## src/rtl/vend_arbiter.sv

```systemverilog
// ---------------------------------------------------------------------------
// vend_arbiter
//   Two-panel arbiter in front of one shared vending core. A requesting panel
//   is granted the core (round-robin pointer when both ask together). While it
//   holds the grant, its item code, coin code and request are forwarded to the
//   core one cycle late. The grant ends on dispense done, invalid item, or the
//   panel dropping its request. Each transaction ends with a single RELEASE
//   cycle.
//
// Optional feature (macro VEND_ARB_TIMEOUT_EN):
//   A counter tracks SERVE cycles that see no valid coin. When it reaches
//   TIMEOUT, the transaction is aborted and abort pulses for one cycle.
//   When the macro is undefined, there is no counter and abort stays 0.
//
// Parameters:
//   TIMEOUT    SERVE cycles without a valid coin before abort (macro only)
// Ports:
//   clk        single clock, rising edge
//   rst        synchronous active-high reset
//   req0/1     panel requests
//   item0/1    8-bit item codes
//   coin0/1    5-bit one-hot coin codes (1,2,5,10,20)
//   v_done     core: dispense complete
//   v_no_item  core: invalid item
//   v_item     item code to core
//   v_coin     coin code to core; 00000 when invalid
//   v_disp     dispense request to core
//   gnt0/1     one-hot grant
//   busy       a transaction is in progress
//   abort      one-cycle timeout pulse
// ---------------------------------------------------------------------------
module vend_arbiter #(
    parameter int TIMEOUT = 16
) (
    input  logic       clk,
    input  logic       rst,
    input  logic       req0,
    input  logic       req1,
    input  logic [7:0] item0,
    input  logic [7:0] item1,
    input  logic [4:0] coin0,
    input  logic [4:0] coin1,
    input  logic       v_done,
    input  logic       v_no_item,
    output logic [7:0] v_item,
    output logic [4:0] v_coin,
    output logic       v_disp,
    output logic       gnt0,
    output logic       gnt1,
    output logic       busy,
    output logic       abort
);

    typedef enum logic [1:0] {
        S_IDLE    = 2'd0,
        S_SERVE   = 2'd1,
        S_RELEASE = 2'd2
    } state_t;

    state_t     r_state;
    logic       r_ptr;      // 0: requester 0 wins a tie
    logic       r_sel;      // index of the granted requester
    logic       r_gnt0;
    logic       r_gnt1;
    logic       r_busy;
    logic       r_abort;
    logic       r_disp;
    logic [7:0] r_item;
    logic [4:0] r_coin;

    logic       w_pick1;
    logic [7:0] w_item_new;
    logic [4:0] w_coin_new;
    logic       w_req_g;
    logic [7:0] w_item_g;
    logic [4:0] w_coin_g;
    logic       w_exit;
    logic       w_tmo;

    // A coin code is valid only when exactly one bit is set.
    function automatic logic f_coin_ok(input logic [4:0] c);
        return (c != 5'd0) && ((c & (c - 5'd1)) == 5'd0);
    endfunction

    // Invalid coin codes are dropped rather than forwarded.
    function automatic logic [4:0] f_coin_filt(input logic [4:0] c);
        return f_coin_ok(c) ? c : 5'd0;
    endfunction

    // Requester 1 wins when it is alone or when the pointer favours it.
    assign w_pick1    = req1 & (~req0 | r_ptr);
    assign w_item_new = w_pick1 ? item1 : item0;
    assign w_coin_new = w_pick1 ? coin1 : coin0;

    // Only the granted panel is looked at while busy.
    assign w_req_g  = r_sel ? req1  : req0;
    assign w_item_g = r_sel ? item1 : item0;
    assign w_coin_g = r_sel ? coin1 : coin0;

    // Normal exit conditions take precedence over a timeout abort.
    assign w_exit = v_done | v_no_item | ~w_req_g;

`ifdef VEND_ARB_TIMEOUT_EN
    localparam int CW = $clog2(TIMEOUT + 1);
    logic [CW-1:0] r_cnt;

    assign w_tmo = ~f_coin_ok(w_coin_g) && ((32'(r_cnt) + 32'd1) == 32'(TIMEOUT));

    always_ff @(posedge clk) begin
        if (rst || (r_state != S_SERVE) || f_coin_ok(w_coin_g)) begin
            r_cnt <= '0;
        end else begin
            r_cnt <= r_cnt + 1'b1;
        end
    end
`else
    assign w_tmo = 1'b0;
`endif

    always_ff @(posedge clk) begin
        if (rst) begin
            r_state <= S_IDLE;
            r_ptr   <= 1'b0;
            r_sel   <= 1'b0;
            r_gnt0  <= 1'b0;
            r_gnt1  <= 1'b0;
            r_busy  <= 1'b0;
            r_abort <= 1'b0;
            r_disp  <= 1'b0;
            r_item  <= 8'h00;
            r_coin  <= 5'd0;
        end else begin
            r_abort <= 1'b0;
            case (r_state)
                S_IDLE: begin
                    r_disp <= 1'b0;
                    r_coin <= 5'd0;
                    if (req0 | req1) begin
                        r_state <= S_SERVE;
                        r_sel   <= w_pick1;
                        r_gnt0  <= ~w_pick1;
                        r_gnt1  <= w_pick1;
                        r_busy  <= 1'b1;
                        r_item  <= w_item_new;
                        r_coin  <= f_coin_filt(w_coin_new);
                        r_disp  <= 1'b1;
                    end
                end
                S_SERVE: begin
                    if (w_exit | w_tmo) begin
                        r_state <= S_RELEASE;
                        r_disp  <= 1'b0;
                        r_coin  <= 5'd0;
                        r_abort <= w_tmo & ~w_exit;
                    end else begin
                        r_item <= w_item_g;
                        r_coin <= f_coin_filt(w_coin_g);
                        r_disp <= 1'b1;
                    end
                end
                S_RELEASE: begin
                    // Grant was held for this one cycle; hand priority over.
                    r_state <= S_IDLE;
                    r_gnt0  <= 1'b0;
                    r_gnt1  <= 1'b0;
                    r_busy  <= 1'b0;
                    r_ptr   <= ~r_sel;
                end
                default: begin
                    r_state <= S_IDLE;
                    r_gnt0  <= 1'b0;
                    r_gnt1  <= 1'b0;
                    r_busy  <= 1'b0;
                    r_disp  <= 1'b0;
                    r_coin  <= 5'd0;
                end
            endcase
        end
    end

    assign v_item = r_item;
    assign v_coin = r_coin;
    assign v_disp = r_disp;
    assign gnt0   = r_gnt0;
    assign gnt1   = r_gnt1;
    assign busy   = r_busy;
    assign abort  = r_abort;

endmodule
```

## config.mk

```make
export PLATFORM = sky130hd
export DESIGN_NAME = vend_arbiter
export DESIGN_NICKNAME = d
export VERILOG_FILES = /design/src/rtl/vend_arbiter.sv
export SDC_FILE = /design/constraint.sdc
export NUM_CORES = 1
export LEC_CHECK = 0
export ABC_CLOCK_PERIOD_IN_PS = 1500
export CAP_MARGIN = 20
export CELL_PAD_IN_SITES_DETAIL_PLACEMENT = 1
export CELL_PAD_IN_SITES_GLOBAL_PLACEMENT = 1
export CORE_ASPECT_RATIO = 1.1
export CORE_MARGIN = 10
export CORE_UTILIZATION = 28
export CTS_CLUSTER_SIZE = 20
export DETAILED_ROUTE_END_ITERATION = 12
export PLACE_DENSITY_LB_ADDON = 0.1
export SLEW_MARGIN = 20
export SYNTH_ARGS = -nofsm -noshare
export SYNTH_HDL_FRONTEND = slang
export SYNTH_SLANG_ARGS = --single-unit
```

## constraint.sdc

```tcl
create_clock -name clk -period 1.5 [get_ports clk]
set_clock_uncertainty 0.1 [all_clocks]
set_input_delay 0.3 -clock clk [delete_from_list [all_inputs] [get_ports clk]]
set_output_delay 0.3 -clock clk [all_outputs]
set_load 0.01 [all_outputs]
```

==> metrics.cfg <==
[run_status]
status = finished, violations left
violations = setup timing

[cells_and_area]
layout.cells.non_filler = 283
area_growth_syn_to_layout_pct = 90.2
regArea_um2 = 423
multi_input_area_um2 = 867
final_nets = 262
fillers = 487
drive_gt1_frac = 0.397
antenna_cells = 0

[placement]
dp.cells = 263
port-buffer-count = 48
dp_hpwl_um = 3850
globalplace.congestion = 0.924

[synth]
synthFlopType = dfxtp_1
synth_top_area_cell = dfxtp_1
syn-instance-count = 133
ys_async_sr_fraction = 0
netlist_top_cells_area = dfxtp_1 34%, mux2i_1 11%, a211oi_2 8.1%
yosysMostFrequentCell = dfxtp_1
synth_nets = 165
ys_seq_elements = 21
synth_edf_count = 0
synth_top_area_share = 0.339
netlist_area_mm2 = 0.00124
synth_seq_area_share = 0.339
yosysWarningCount = 0
avgSynthCellArea_um2 = 9.31
synthTopCellsByCount = 21 x dfxtp_1, 19 x nor2_1, 14 x mux2i_1, 8 x a211oi_2
synth_cell_type_count = 45

[global_route]
overflow = 0
antenna_found_initial = 0
grt_pass1_wl_um = 8630
first_global_vias = 1693
grt_max_degree = 14
grt.total_usage = 0.138

[timing]
rsz0062_at_grt = yes
setup_viol = 15
hold_violations = 0
clock.fmax_mhz = 586
drv_slew = 0
setup-tns-final_ns = -1.98
post-route-min-period_ns = 1.71
finalCritPeriodShare = 1.14
worst_slack_ns = -0.205

[detailed_routing]
drtPass1Iterations = 4
viasPerCell = 5.17
drt_first_iter_violations = 38
wirelength_um = 5370
wl_per_cell_um = 19.0
vias = 1464
drcViolationCount = 0
postRouteAntennaNets = 0

[clock_network]
clock_insertion_delay_worst_skew_ns = 0.27
cts.sinks = 21
clkTransAtPathRegs_ns = 0.08
numCtsBuffers = 3
cts_tree = built
clock-root-buffer = clkbuf_8
htree_levels = 1
cts_hold_buf = 0
clockBufferDepth = 2

[worst_setup_path]
arrival_ns = 1.76
timing.rr.start = r_sel
startpoint = r_sel
end_kind = register
path_class = reg2reg
worst_setup_path_start_kind = register
cp_max_fo = 5
required_ns = 1.55

[power]
vdd_drop_max_uv = 301
p_sw_uw = 557
p_seq_frac = 0.361
combinationalPowerShare = 0.419
cell_internal_pwr_uw = 1220
clkPwrFrac = 0.220
leakage_uw = 0.00104
power.density_mw_per_mm2 = 754
sw_frac_of_total = 0.314

[hold_path]
hold_start = v_coin[2]
hp-class = reg2reg

[floorplan]
dieArea_mm2 = 0.00749
placementRows = 25
initial_core_util = 0.289
core-area_mm2 = 0.00429
die_x_um = 83.4
die_h_um = 89.8
io_pins = 50

[flow_run]
max-cap-violations = 0

power by group through the flow:
stage               sequential (µW)  combinational [µW]  clock [µW]
floorplan                       664                 244           0
global placement                644                 571           0
detailed placement              648                 593           0
CTS                             636                 755         396
global route                    647                 800         420
finish                          641                 745         390
layout make-up:
type | count | share of cell area
Clock buffer | 3 | 0.0175
Timing Repair Buffer | 99 | 0.395
Inverter | 5 | 0.00797
Sequential cell | 21 | 0.180
Multi-Input combinational cell | 100 | 0.368
Tap cell | 54 | 0.0287
Clock inverter | 1 | 0.00319
routing by layer:
layer | routed length (µm) | GRT usage | up-vias
met5 | 0 | 0 | -
met4 | 113 | 0.0559 | 0
met3 | 224 | 0.0289 | 9
met2 | 3050 | 0.278 | 44
met1 | 1990 | 0.128 | 722
li1 | - | - | 689
repair_timing:
item	CTS	global route
endpoints found under the setup margin	36	18
pin swaps	21	11
gates resized for setup	65	10
setup buffers	16	0
gates cloned	3	0
path summary, 6_finish.rpt:
kind | end | slack [ns] | depth (start not counted)
worst max register to register | v_item[5] | -0.21 | 7
worst min-delay path | v_coin[2] | 0.39 | 2
worst max-delay path | v_item[5] | -0.21 | 7
worst min register to register | v_coin[2] | 0.39 | 2
critical path: stages (launching register included):
cell	delay, ns
dfxtp_2	0.34
mux2i_1	0.12
or3_4	0.40
a21oi_4	0.20
buf_6	0.16
buf_16	0.12
buf_6	0.09
a211oi_2	0.06
per-stage QoR:
stage	hold slack, ns	total power, µW	cell area (µm²)	setup WS, ns	util
after detailed placement	0.379	1240	2030	-0.720	0.473
after CTS	0.396	1790	2360	-0.182	0.550
after global routing	0.418	1870	2360	-0.275	0.550
after global placement	0.354	1210	2030	-0.637	0.473
final	0.393	1780	2360	-0.205	0.550
after floorplan	0.355	908	1250	-0.0724	-
state kept, by name (all words and copies together), names as in the netlist:
name	count
r_sel	1
r_state	2
gnt1	1
v_item	8
busy	1
v_coin	5
gnt0	1
v_disp	1
r_ptr	1
layout by cell type (no fill, tap or decap), types with 2 or more instances in the layout:
| cell type | count |
|---|---|
| dfxtp_1 | 19 |
| nand2b_4 | 2 |
| a32oi_1 | 3 |
| a21oi_1 | 4 |
| clkbuf_8 | 3 |
| dfxtp_2 | 2 |
| o21ai_1 | 4 |
| maj3_1 | 2 |
| nor2_1 | 14 |
| mux2i_1 | 13 |
| nand3_1 | 2 |
| buf_16 | 2 |
| a2111oi_2 | 2 |
| buf_4 | 35 |
| a2bb2oi_1 | 4 |
| a211oi_2 | 8 |
| buf_6 | 13 |
| dlygate4sd2_1 | 28 |
| nor3b_1 | 2 |
| nor4b_1 | 2 |
| clkdlybuf4s50_1 | 18 |
| nand2_1 | 4 |
| nor2_2 | 4 |
| nand3b_1 | 2 |
| inv_1 | 5 |
cells by family after synthesis:
kind of cell,count (synthesis),share of synthesized area
multiplexers,15,0.131
buffers and inverters,12,0.0586
flip-flops,21,0.339
AND/OR/NAND/NOR,48,0.214
AO/OA/AOI/OAI,34,0.237
adder cells (fa/ha/maj),2,0.0162
other,1,0.00303
(Power assumes the default switching activity.)
